--- src/rtl/quiz_pkg.sv ---
// Shared state codes and BCD constants for the quiz round controller.
package quiz_pkg;

  localparam int BCD_W = 4;

  typedef enum logic [2:0] {
    S_IDLE   = 3'd0,
    S_READY  = 3'd1,
    S_FETCH  = 3'd2,
    S_ANSWER = 3'd3,
    S_JUDGE  = 3'd4,
    S_RESULT = 3'd5,
    S_OVER   = 3'd6
  } state_e;

  function automatic logic bcd_ok(input logic [BCD_W-1:0] d);
    return d <= 4'd9;
  endfunction

endpackage

--- src/rtl/quiz_tick_div.sv ---
// Countdown prescaler: one-cycle o_tick every DIV cycles, restarted by i_clr.
module quiz_tick_div #(
  parameter int DIV = 4
) (
  input  logic i_clk,
  input  logic i_rst_n,
  input  logic i_clr,
  output logic o_tick
);

  localparam int W = (DIV > 1) ? $clog2(DIV) : 1;

  logic [W-1:0] r_cnt;

  always_ff @(posedge i_clk) begin
    if (!i_rst_n || i_clr) begin
      r_cnt <= W'(DIV - 1);
    end else if (r_cnt == '0) begin
      r_cnt <= W'(DIV - 1);
    end else begin
      r_cnt <= r_cnt - 1'b1;
    end
  end

  assign o_tick = (r_cnt == '0);

endmodule

--- src/rtl/quiz_round_ctrl.sv ---
// Quiz round sequencer: countdown, question fetch, BCD entry, judging, scoring.
// Define QUIZ_TIMEOUT_EN to give each question a TIMEOUT_TICKS answer window.
//
// state  | meaning
// IDLE   | waiting for START
// READY  | pre-game countdown
// FETCH  | question requested, waiting for Q_VLD
// ANSWER | collecting digits until DEC (or timeout)
// JUDGE  | compare entry with answer, update score/lives
// RESULT | show outcome for RESULT_CYC cycles
// OVER   | game finished, START restarts
module quiz_round_ctrl #(
  parameter int DIGITS        = 3,
  parameter int ROUNDS        = 8,
  parameter int HP_INIT       = 3,
  parameter int TICK_DIV      = 50_000_000,
  parameter int READY_TICKS   = 3,
  parameter int RESULT_CYC    = 25_000_000,
  parameter int TIMEOUT_TICKS = 10
) (
  input  logic                        CLK,
  input  logic                        RST,
  input  logic                        START,
  input  logic                        DIGIT_VLD,
  input  logic [3:0]                  DIGIT_IN,
  input  logic                        CLR,
  input  logic                        DEC,
  output logic                        Q_REQ,
  output logic [$clog2(ROUNDS)-1:0]   Q_IDX,
  input  logic                        Q_VLD,
  input  logic [4*DIGITS-1:0]         Q_ANS,
  output logic [4*DIGITS-1:0]         ENTRY,
  output logic [2:0]                  STATE,
  output logic [3:0]                  HP,
  output logic [3:0]                  SCORE,
  output logic [3:0]                  COUNT,
  output logic                        LED,
  output logic                        DONE
);

  import quiz_pkg::*;

  localparam int EW = DIGITS * BCD_W;
  localparam int QW = $clog2(ROUNDS);
  localparam int RW = (RESULT_CYC > 1) ? $clog2(RESULT_CYC) : 1;

`ifdef QUIZ_TIMEOUT_EN
  localparam bit TIMEOUT_EN = 1'b1;
`else
  localparam bit TIMEOUT_EN = 1'b0;
`endif
  localparam logic [3:0] TO_LOAD = TIMEOUT_EN ? 4'(TIMEOUT_TICKS) : 4'd0;

  state_e          r_state;
  state_e          w_next;
  logic [EW-1:0]   r_entry;
  logic [EW-1:0]   r_ans;
  logic            r_any_dig;
  logic [3:0]      r_hp;
  logic [3:0]      r_score;
  logic [3:0]      r_count;
  logic [QW-1:0]   r_qidx;
  logic            r_qreq;
  logic            r_led;
  logic            r_timeout;
  logic [RW-1:0]   r_res_cnt;

  logic            w_tick;
  logic            w_tick_clr;
  logic            w_ans_tick;
  logic            w_timeout;
  logic            w_dec_ok;
  logic            w_judge_ok;
  logic            w_res_done;

  // Held in clear outside the counting states, so each READY/ANSWER visit starts fresh.
  assign w_tick_clr = (r_state != S_READY) && (r_state != S_ANSWER);

  quiz_tick_div #(.DIV(TICK_DIV)) u_tick_div (
    .i_clk   (CLK),
    .i_rst_n (RST),
    .i_clr   (w_tick_clr),
    .o_tick  (w_tick)
  );

`ifdef QUIZ_TIMEOUT_EN
  assign w_ans_tick = w_tick;
`else
  assign w_ans_tick = 1'b0;
`endif

  assign w_timeout  = (r_state == S_ANSWER) && w_ans_tick && (r_count == 4'd1);
  assign w_dec_ok   = DEC && r_any_dig;
  assign w_judge_ok = !r_timeout && (r_entry == r_ans);
  assign w_res_done = (r_res_cnt == '0);

  always_ff @(posedge CLK) begin
    if (!RST) r_state <= S_IDLE;
    else      r_state <= w_next;
  end

  always_comb begin
    w_next = r_state;
    case (r_state)
      S_IDLE, S_OVER: if (START) w_next = S_READY;
      S_READY:        if (w_tick && r_count == 4'd1) w_next = S_FETCH;
      S_FETCH:        if (Q_VLD) w_next = S_ANSWER;
      S_ANSWER:       if (w_dec_ok || w_timeout) w_next = S_JUDGE;
      S_JUDGE:        w_next = S_RESULT;
      S_RESULT: begin
        if (w_res_done)
          w_next = (r_hp == 4'd0 || r_qidx == QW'(ROUNDS - 1)) ? S_OVER : S_FETCH;
      end
      default:        w_next = S_IDLE;
    endcase
  end

  always_comb begin
    STATE = r_state;
    DONE  = (r_state == S_OVER);
    LED   = (r_state == S_RESULT) && r_led;
    Q_REQ = r_qreq;
    Q_IDX = r_qidx;
    ENTRY = r_entry;
    HP    = r_hp;
    SCORE = r_score;
    COUNT = r_count;
  end

  always_ff @(posedge CLK) begin
    if (!RST) begin
      r_entry   <= '0;
      r_ans     <= '0;
      r_any_dig <= 1'b0;
      r_hp      <= 4'(HP_INIT);
      r_score   <= '0;
      r_count   <= '0;
      r_qidx    <= '0;
      r_qreq    <= 1'b0;
      r_led     <= 1'b0;
      r_timeout <= 1'b0;
      r_res_cnt <= '0;
    end else begin
      r_qreq <= (w_next == S_FETCH) && (r_state != S_FETCH);
      case (r_state)
        S_IDLE, S_OVER: begin
          if (START) begin
            r_hp    <= 4'(HP_INIT);
            r_score <= '0;
            r_qidx  <= '0;
            r_count <= 4'(READY_TICKS);
          end
        end
        S_READY: if (w_tick) r_count <= r_count - 1'b1;
        S_FETCH: begin
          if (Q_VLD) begin
            r_ans     <= Q_ANS;
            r_entry   <= '0;
            r_any_dig <= 1'b0;
            r_count   <= TO_LOAD;
          end
        end
        S_ANSWER: begin
          if (w_dec_ok) begin
            r_timeout <= 1'b0;
          end else begin
            if (CLR) begin
              r_entry   <= '0;
              r_any_dig <= 1'b0;
            end else if (DIGIT_VLD && bcd_ok(DIGIT_IN)) begin
              r_entry   <= (r_entry << BCD_W) | EW'(DIGIT_IN);
              r_any_dig <= 1'b1;
            end
            if (w_ans_tick) begin
              r_count <= r_count - 1'b1;
              if (r_count == 4'd1) r_timeout <= 1'b1;
            end
          end
        end
        S_JUDGE: begin
          if (w_judge_ok) begin
            if (r_score != 4'd15) r_score <= r_score + 1'b1;
            r_led <= 1'b1;
          end else begin
            if (r_hp != 4'd0) r_hp <= r_hp - 1'b1;
            r_led <= 1'b0;
          end
          r_res_cnt <= RW'(RESULT_CYC - 1);
        end
        S_RESULT: begin
          if (!w_res_done)               r_res_cnt <= r_res_cnt - 1'b1;
          else if (w_next == S_FETCH)    r_qidx    <= r_qidx + 1'b1;
        end
        default: ;
      endcase
    end
  end

endmodule

--- config.mk ---
export PLATFORM = sky130hd
export DESIGN_NAME = quiz_round_ctrl
export DESIGN_NICKNAME = d
export VERILOG_FILES = /design/src/rtl/quiz_pkg.sv /design/src/rtl/quiz_tick_div.sv /design/src/rtl/quiz_round_ctrl.sv
export SDC_FILE = /design/constraint.sdc
export NUM_CORES = 1
export LEC_CHECK = 0
export BUFFER_PORTS_ARGS = -buffer_cell sky130_fd_sc_hd__buf_2
export CAP_MARGIN = 20
export CORE_ASPECT_RATIO = 0.5
export CORE_MARGIN = 4
export CORE_UTILIZATION = 38
export DETAILED_ROUTE_END_ITERATION = 16
export PLACE_DENSITY_LB_ADDON = 0.3
export SYNTH_ARGS = -nofsm -noshare
export SYNTH_HDL_FRONTEND = slang
export SYNTH_SLANG_ARGS = --single-unit
--- constraint.sdc ---
create_clock -name CLK -period 4.3 [get_ports CLK]
set_input_delay 0.86 -clock CLK [delete_from_list [all_inputs] [get_ports CLK]]
set_output_delay 0.86 -clock CLK [all_outputs]
set_load 0.1 [all_outputs]
==> results of run 1 <==
-- worst min path at each step --
stage,from,end,slack [ns]
6_report,u_tick_div.r_cnt[0],u_tick_div.r_cnt[0],0.42
5_1_grt,u_tick_div.r_cnt[0],u_tick_div.r_cnt[0],0.43
4_1_cts,u_tick_div.r_cnt[0],u_tick_div.r_cnt[0],0.42
3_5_place_dp,u_tick_div.r_cnt[0],u_tick_div.r_cnt[0],0.40
3_3_place_gp,u_tick_div.r_cnt[0],u_tick_div.r_cnt[0],0.40
2_1_floorplan,u_tick_div.r_cnt[0],u_tick_div.r_cnt[0],0.38
-- state kept, by name, summed over array words and instances, names as in the netlist --
| register | count |
|---|---|
| u_tick_div.r_cnt | 26 |
| r_res_cnt | 25 |
| ENTRY | 12 |
| r_ans | 12 |
| COUNT | 4 |
| HP | 4 |
| SCORE | 4 |
| Q_IDX | 3 |
| STATE | 3 |
| Q_REQ | 1 |
| r_any_dig | 1 |
| r_led | 1 |
-- power by group through the flow --
stage	logic, W	clock network, W	registers (W)
after CTS	0.0000893	0.000842	0.000900
after floorplan	0.0000485	0	0.000935
after global routing	0.0000965	0.000870	0.000901
final	0.0000886	0.000818	0.000900
after detailed placement	0.0000888	0	0.000920
after global placement	0.0000890	0	0.000920
-- layer usage --
metal | part of all wire, % | global-route usage, %
met1 | 49 | 19.4
met2 | 47 | 25.7
met4 | 1.1 | 4.97
met3 | 3.0 | 3.63
met5 | 0 | 0
-- per-stage QoR --
| step | total power [W] | std cells | hold WS, ns |
|---|---|---|---|
| after floorplan | 0.000983 | 576 | 0.379 |
| after global placement | 0.00101 | 775 | 0.400 |
| after detailed placement | 0.00101 | 775 | 0.405 |
| after CTS | 0.00183 | 791 | 0.422 |
| after global routing | 0.00187 | 791 | 0.433 |
| final | 0.00181 | 791 | 0.419 |
-- final cells by class --
type,count,area share [%]
Timing Repair Buffer,56,5.15
Tap cell,165,3.76
Clock inverter,6,1.21
Clock buffer,10,4.35
Multi-Input combinational cell,439,49.2
Inverter,19,1.30
Sequential cell,96,35.0
-- cells in the final DEF, fill, tap and decap left out, drive strengths merged, types with 3 or more instances in the layout --
master / synthesis / layout
and3: 6 / 6
xnor2: 34 / 34
a211oi: 8 / 8
nor2b: 6 / 6
dfxtp: 96 / 96
nor4: 11 / 11
nand2: 89 / 89
nand3: 35 / 35
buf: 4 / 56
xor2: 14 / 14
a21oi: 50 / 50
or4: 7 / 7
nor3: 19 / 19
clkinvlp: 0 / 3
a311oi: 9 / 9
nor4b: 6 / 6
a21o: 4 / 4
nand4: 17 / 17
or3: 12 / 12
nor3b: 4 / 4
inv: 19 / 20
o21ai: 8 / 8
nor2: 38 / 38
nand2b: 6 / 6
ha: 9 / 9
a31oi: 4 / 4
clkbuf: 17 / 10
mux2i: 9 / 9
-- kinds of logic after synthesis --
| logic type | Yosys count | share of synthesized area [%] |
|---|---|---|
| mux | 9 | 1.88 |
| xor+xnor | 48 | 8.76 |
| flops | 96 | 40.1 |
| compound gates | 104 | 14.1 |
| simple gates | 269 | 29.3 |
| fa+ha+maj | 9 | 2.35 |
| buf+inv | 41 | 3.57 |
==> impl_metrics.ini, run 1 <==
[sta]
finalHoldViolCount = 0
max_freq_mhz = 312
setup_violations = 0
final.period_utilization_pct = 74.6
min_period_ns = 3.21
setup_tns_ns = 0
slew_viol_final = 0
skew_ns = 0.00947
max_slew.worst_pin.slew_ns = 0.940
max-slew-margin-rel_pct = 37.3
rsz0062_at_grt = false
fin_ws_ns = 1.09

[floorplanning]
initial_utilization_pct = 39.7
die_y_microns = 87.5
fp.dieW_microns = 167
num_rows = 28
dieArea_sq_um = 14600
ioPinCount = 56
core-area_sq_um = 12100

[finish]
seqCellArea_sq_um = 1920
diodes = 0
stdcell_area_sq_um = 5490
nets = 653
fin_util_pct = 45.4
area_growth_pct = 14.5
n_fill_cell = 1222
drive_gt1_share_pct = 14.2
multi_input_area_sq_um = 2710

[clocking]
clk_path_buf_depth = 2
numCtsBuffers = 9
clk_pin_slew_worst_paths_ns = 0.07
cts_setup_buffers = 0
clk_latency_ns = 0.35
cts_tree = built
htree_levels = 3
root_buffer = clkbuf_16
clkSinkCount = 96
cts_resized = 0
cts_hold_buf = 0

[setup_path]
r2r_start = STATE[2]
path_cells = nor2b_1 > and3_1 > buf_2
crit_family = simple AND/OR/NAND/NOR gates
end_kind = output port
critPathArrivalTime_ns = 2.35
cp-startpoint = STATE[2]
worstPathBufferInverterCount = 1
critical_path_required_ns = 3.44
crit_slowest_cell = nor2b_1
worst-setup-path-type = reg -> out
endpoint = LED
rr_worst_depth = 5
startpoint_type = flip-flop
r2r_end = HP[0]
critical_path.max_stage_delay_ns = 0.70
crit_fanout = 14
cp.depth = 3
ff2ff_setup_slack_ns = 1.42

[synthesis]
synth_cells = 576
synth_area_sq_um = 4800
ys.flop_type = dfxtp_1
yosys_warnings = 0
syn_area_per_cell_sq_um = 8.33
synthArstFlopShare_pct = 0
synth_edf_count = 0
synth.area.top_cells = dfxtp_1 40%, nand2_1 7.0%, xnor2_1 6.2%
netlist.top_cell.by_area = dfxtp_1
synth_fp_nets = 608
synth_cell_types = 64
yosys-top-cells-count = 96 x dfxtp_1, 89 x nand2_1, 50 x a21oi_1
netlist.area_leader.share_pct = 40.1
yosysMostFrequentCell = dfxtp_1
yosysSeqAreaShare_pct = 40.1
ys_ff_latch = 96

[power]
pwr-share-seq_pct = 49.8
peakVddDrop_v = 0.000184
clkPwrFrac_pct = 45.3
p_switching_w = 0.000421
p_per_area_nw_per_um2 = 329
combPwrFrac_pct = 4.9
leakage_nw = 2.07
swShare_pct = 23.3
internal_power_w = 0.00139

[grt]
grt_pass1_vias = 3853
antenna_found_initial = 0
grt_pass1_wl_mm = 18.3
gr-total-overflow = 0
grt_usage_pct = 15.2
grt_max_degree = 46

[placed_design]
dp_slack_ns = 1.43
place_area_sq_um = 5190
globalplace.congestion = 0.827
place.port_buffers = 55
dpl.hpwl_mm = 8.01

[run]
max_cap_violations = 0

[drt]
vias_per_cell = 5.34
routed_wl_mm = 11.2
wl_per_cell_microns = 14.1
drtPass1Iterations = 4
vias = 4225
drtIter0Drc = 231
ant_nets = 0
drc = 0

[min_path]
hold_depth = 1
hp-class = reg -> reg

[run_status]
outcome = complete, no violations
Note: power is estimated with default switching activity, not from simulation.
==> inputs of run 2 (changes only) <==
==> constraint.sdc (replaced) <==
create_clock -name CLK -period 2.95 [get_ports CLK]
set_input_delay 0.59 -clock CLK [delete_from_list [all_inputs] [get_ports CLK]]
set_output_delay 0.59 -clock CLK [all_outputs]
set_load 0.1 [all_outputs]
==> run 2 against run 1 <==
Compared with the run above:
- critical endpoint unchanged
- die area did not move
- non-clock buffer count increased by 10
- clock-buffer cell count fell by 1
- critical path depth unchanged
- final area is 2.6% higher
- clock power increased by 75%
==> impl_metrics.ini, run 2 (synthesis results as in run 1) <==
[run_status]
outcome = complete, no violations

[drt]
wl_per_cell_microns = 14.3
vias_per_cell = 5.37
routed_wl_mm = 11.5
drtIter0Drc = 275
ant_nets = 0
drtPass1Iterations = 5
drc = 0
vias = 4298

[grt]
grt_pass1_wl_mm = 19.2
gr-total-overflow = 0
grt_pass1_vias = 3869
antenna_found_initial = 0
grt_usage_pct = 15.9
grt_max_degree = 26

[finish]
fin_util_pct = 46.6
stdcell_area_sq_um = 5630
nets = 663
area_growth_pct = 17.4
final_cell_mix = 96 x dfxtp_1, 89 x nand2_1, 55 x buf_2
diodes = 0
drive_gt1_share_pct = 15.7
regMostFlops = u_tick_div.r_cnt
layout_commonest_cell = dfxtp_1
largest_register_ffs = 26
top_regs = u_tick_div.r_cnt (26), r_res_cnt (25)

[setup_path]
worstPathBufferInverterCount = 1
path_cells = nor2b_1 > and3_1 > buf_2
rr_worst_depth = 7
worst-setup-path-type = reg -> out
end_kind = output port
critical_path.max_stage_delay_ns = 0.62
critical_path_required_ns = 2.36
ff2ff_setup_slack_ns = 0.53
critPathArrivalTime_ns = 2.02
crit_slowest_cell = dfxtp_1
crit_family = flip-flops
r2r_end = STATE[0]
cp.depth = 3
r2r_start = r_res_cnt[0]
startpoint_type = flip-flop
crit_fanout = 14

[floorplanning]
dieArea_sq_um = 14600
fp.dieW_microns = 167
num_rows = 28
die_y_microns = 87.5
ioPinCount = 56
initial_utilization_pct = 39.7
core-area_sq_um = 12100

[placed_design]
place_area_sq_um = 5270
dpl.hpwl_mm = 8.16
place.port_buffers = 55
globalplace.congestion = 0.841

[clocking]
htree_levels = 3
clk_pin_slew_worst_paths_ns = 0.07
clk_latency_ns = 0.35
cts_setup_buffers = 0
cts_hold_buf = 0
root_buffer = clkbuf_16
clk_path_buf_depth = 2
clkSinkCount = 96
numCtsBuffers = 9
cts_resized = 0
cts_tree = built

[sta]
min_period_ns = 2.61
slew_viol_final = 0
setup_violations = 0
max-slew-margin-rel_pct = 45.2
max_slew.worst_pin.slew_ns = 0.815
final.period_utilization_pct = 88.5
finalHoldViolCount = 0
setup_tns_ns = 0
max_freq_mhz = 383
skew_ns = 0.00793
rsz0062_at_grt = false
holdWs_ns = 0.414

[min_path]
hold_end = u_tick_div.r_cnt[0]
hp-class = reg -> reg
hold_depth = 1
hp-start = u_tick_div.r_cnt[0]

[power]
p_per_area_nw_per_um2 = 510
p_total_w = 0.00287
peakVddDrop_v = 0.000272
leakage_nw = 2.15

[run]
max_cap_violations = 0
## run 2: power breakdown
group	internal, W	leakage, nW	total (W)	switching [W]
clock	0.000915	0.172	0.00143	0.000511
combinational	0.0000408	1.20	0.000139	0.0000987
sequential	0.00130	0.775	0.00131	0.00000662
total	0.00226	2.15	0.00287	0.000616
## run 2: routing by layer
layer / GRT usage, % / routed length (microns)
met1: 20.8 / 5640
met3: 3.99 / 343
met2: 26.0 / 5390
met4: 5.05 / 110
met5: 0 / 0
## run 2: worst max-delay path by stage
stage                             from       end  slack [ns]
final                         STATE[2]       LED        0.34
after global routing          STATE[2]       LED        0.21
after global placement    r_res_cnt[0]  STATE[0]        0.62
after floorplan               STATE[2]       LED       0.005
after CTS                     STATE[2]       LED        0.35
after detailed placement  r_res_cnt[0]  STATE[0]        0.57
## run 2: final cells by class
type	instances	area [sq um]
clock buffer	9	225
clock inverter	7	144
fill	1165	6450
inverter	19	71.3
multi-input combinational	439	2710
sequential	96	1920
tap	165	206
timing repair buffer	66	358
## run 2: per-stage QoR
step                      cells  setup slack (ns)
after global placement      785             0.616
final                       801             0.338
after CTS                   801             0.354
after global routing        801             0.214
after detailed placement    785             0.572
after floorplan             576           0.00464
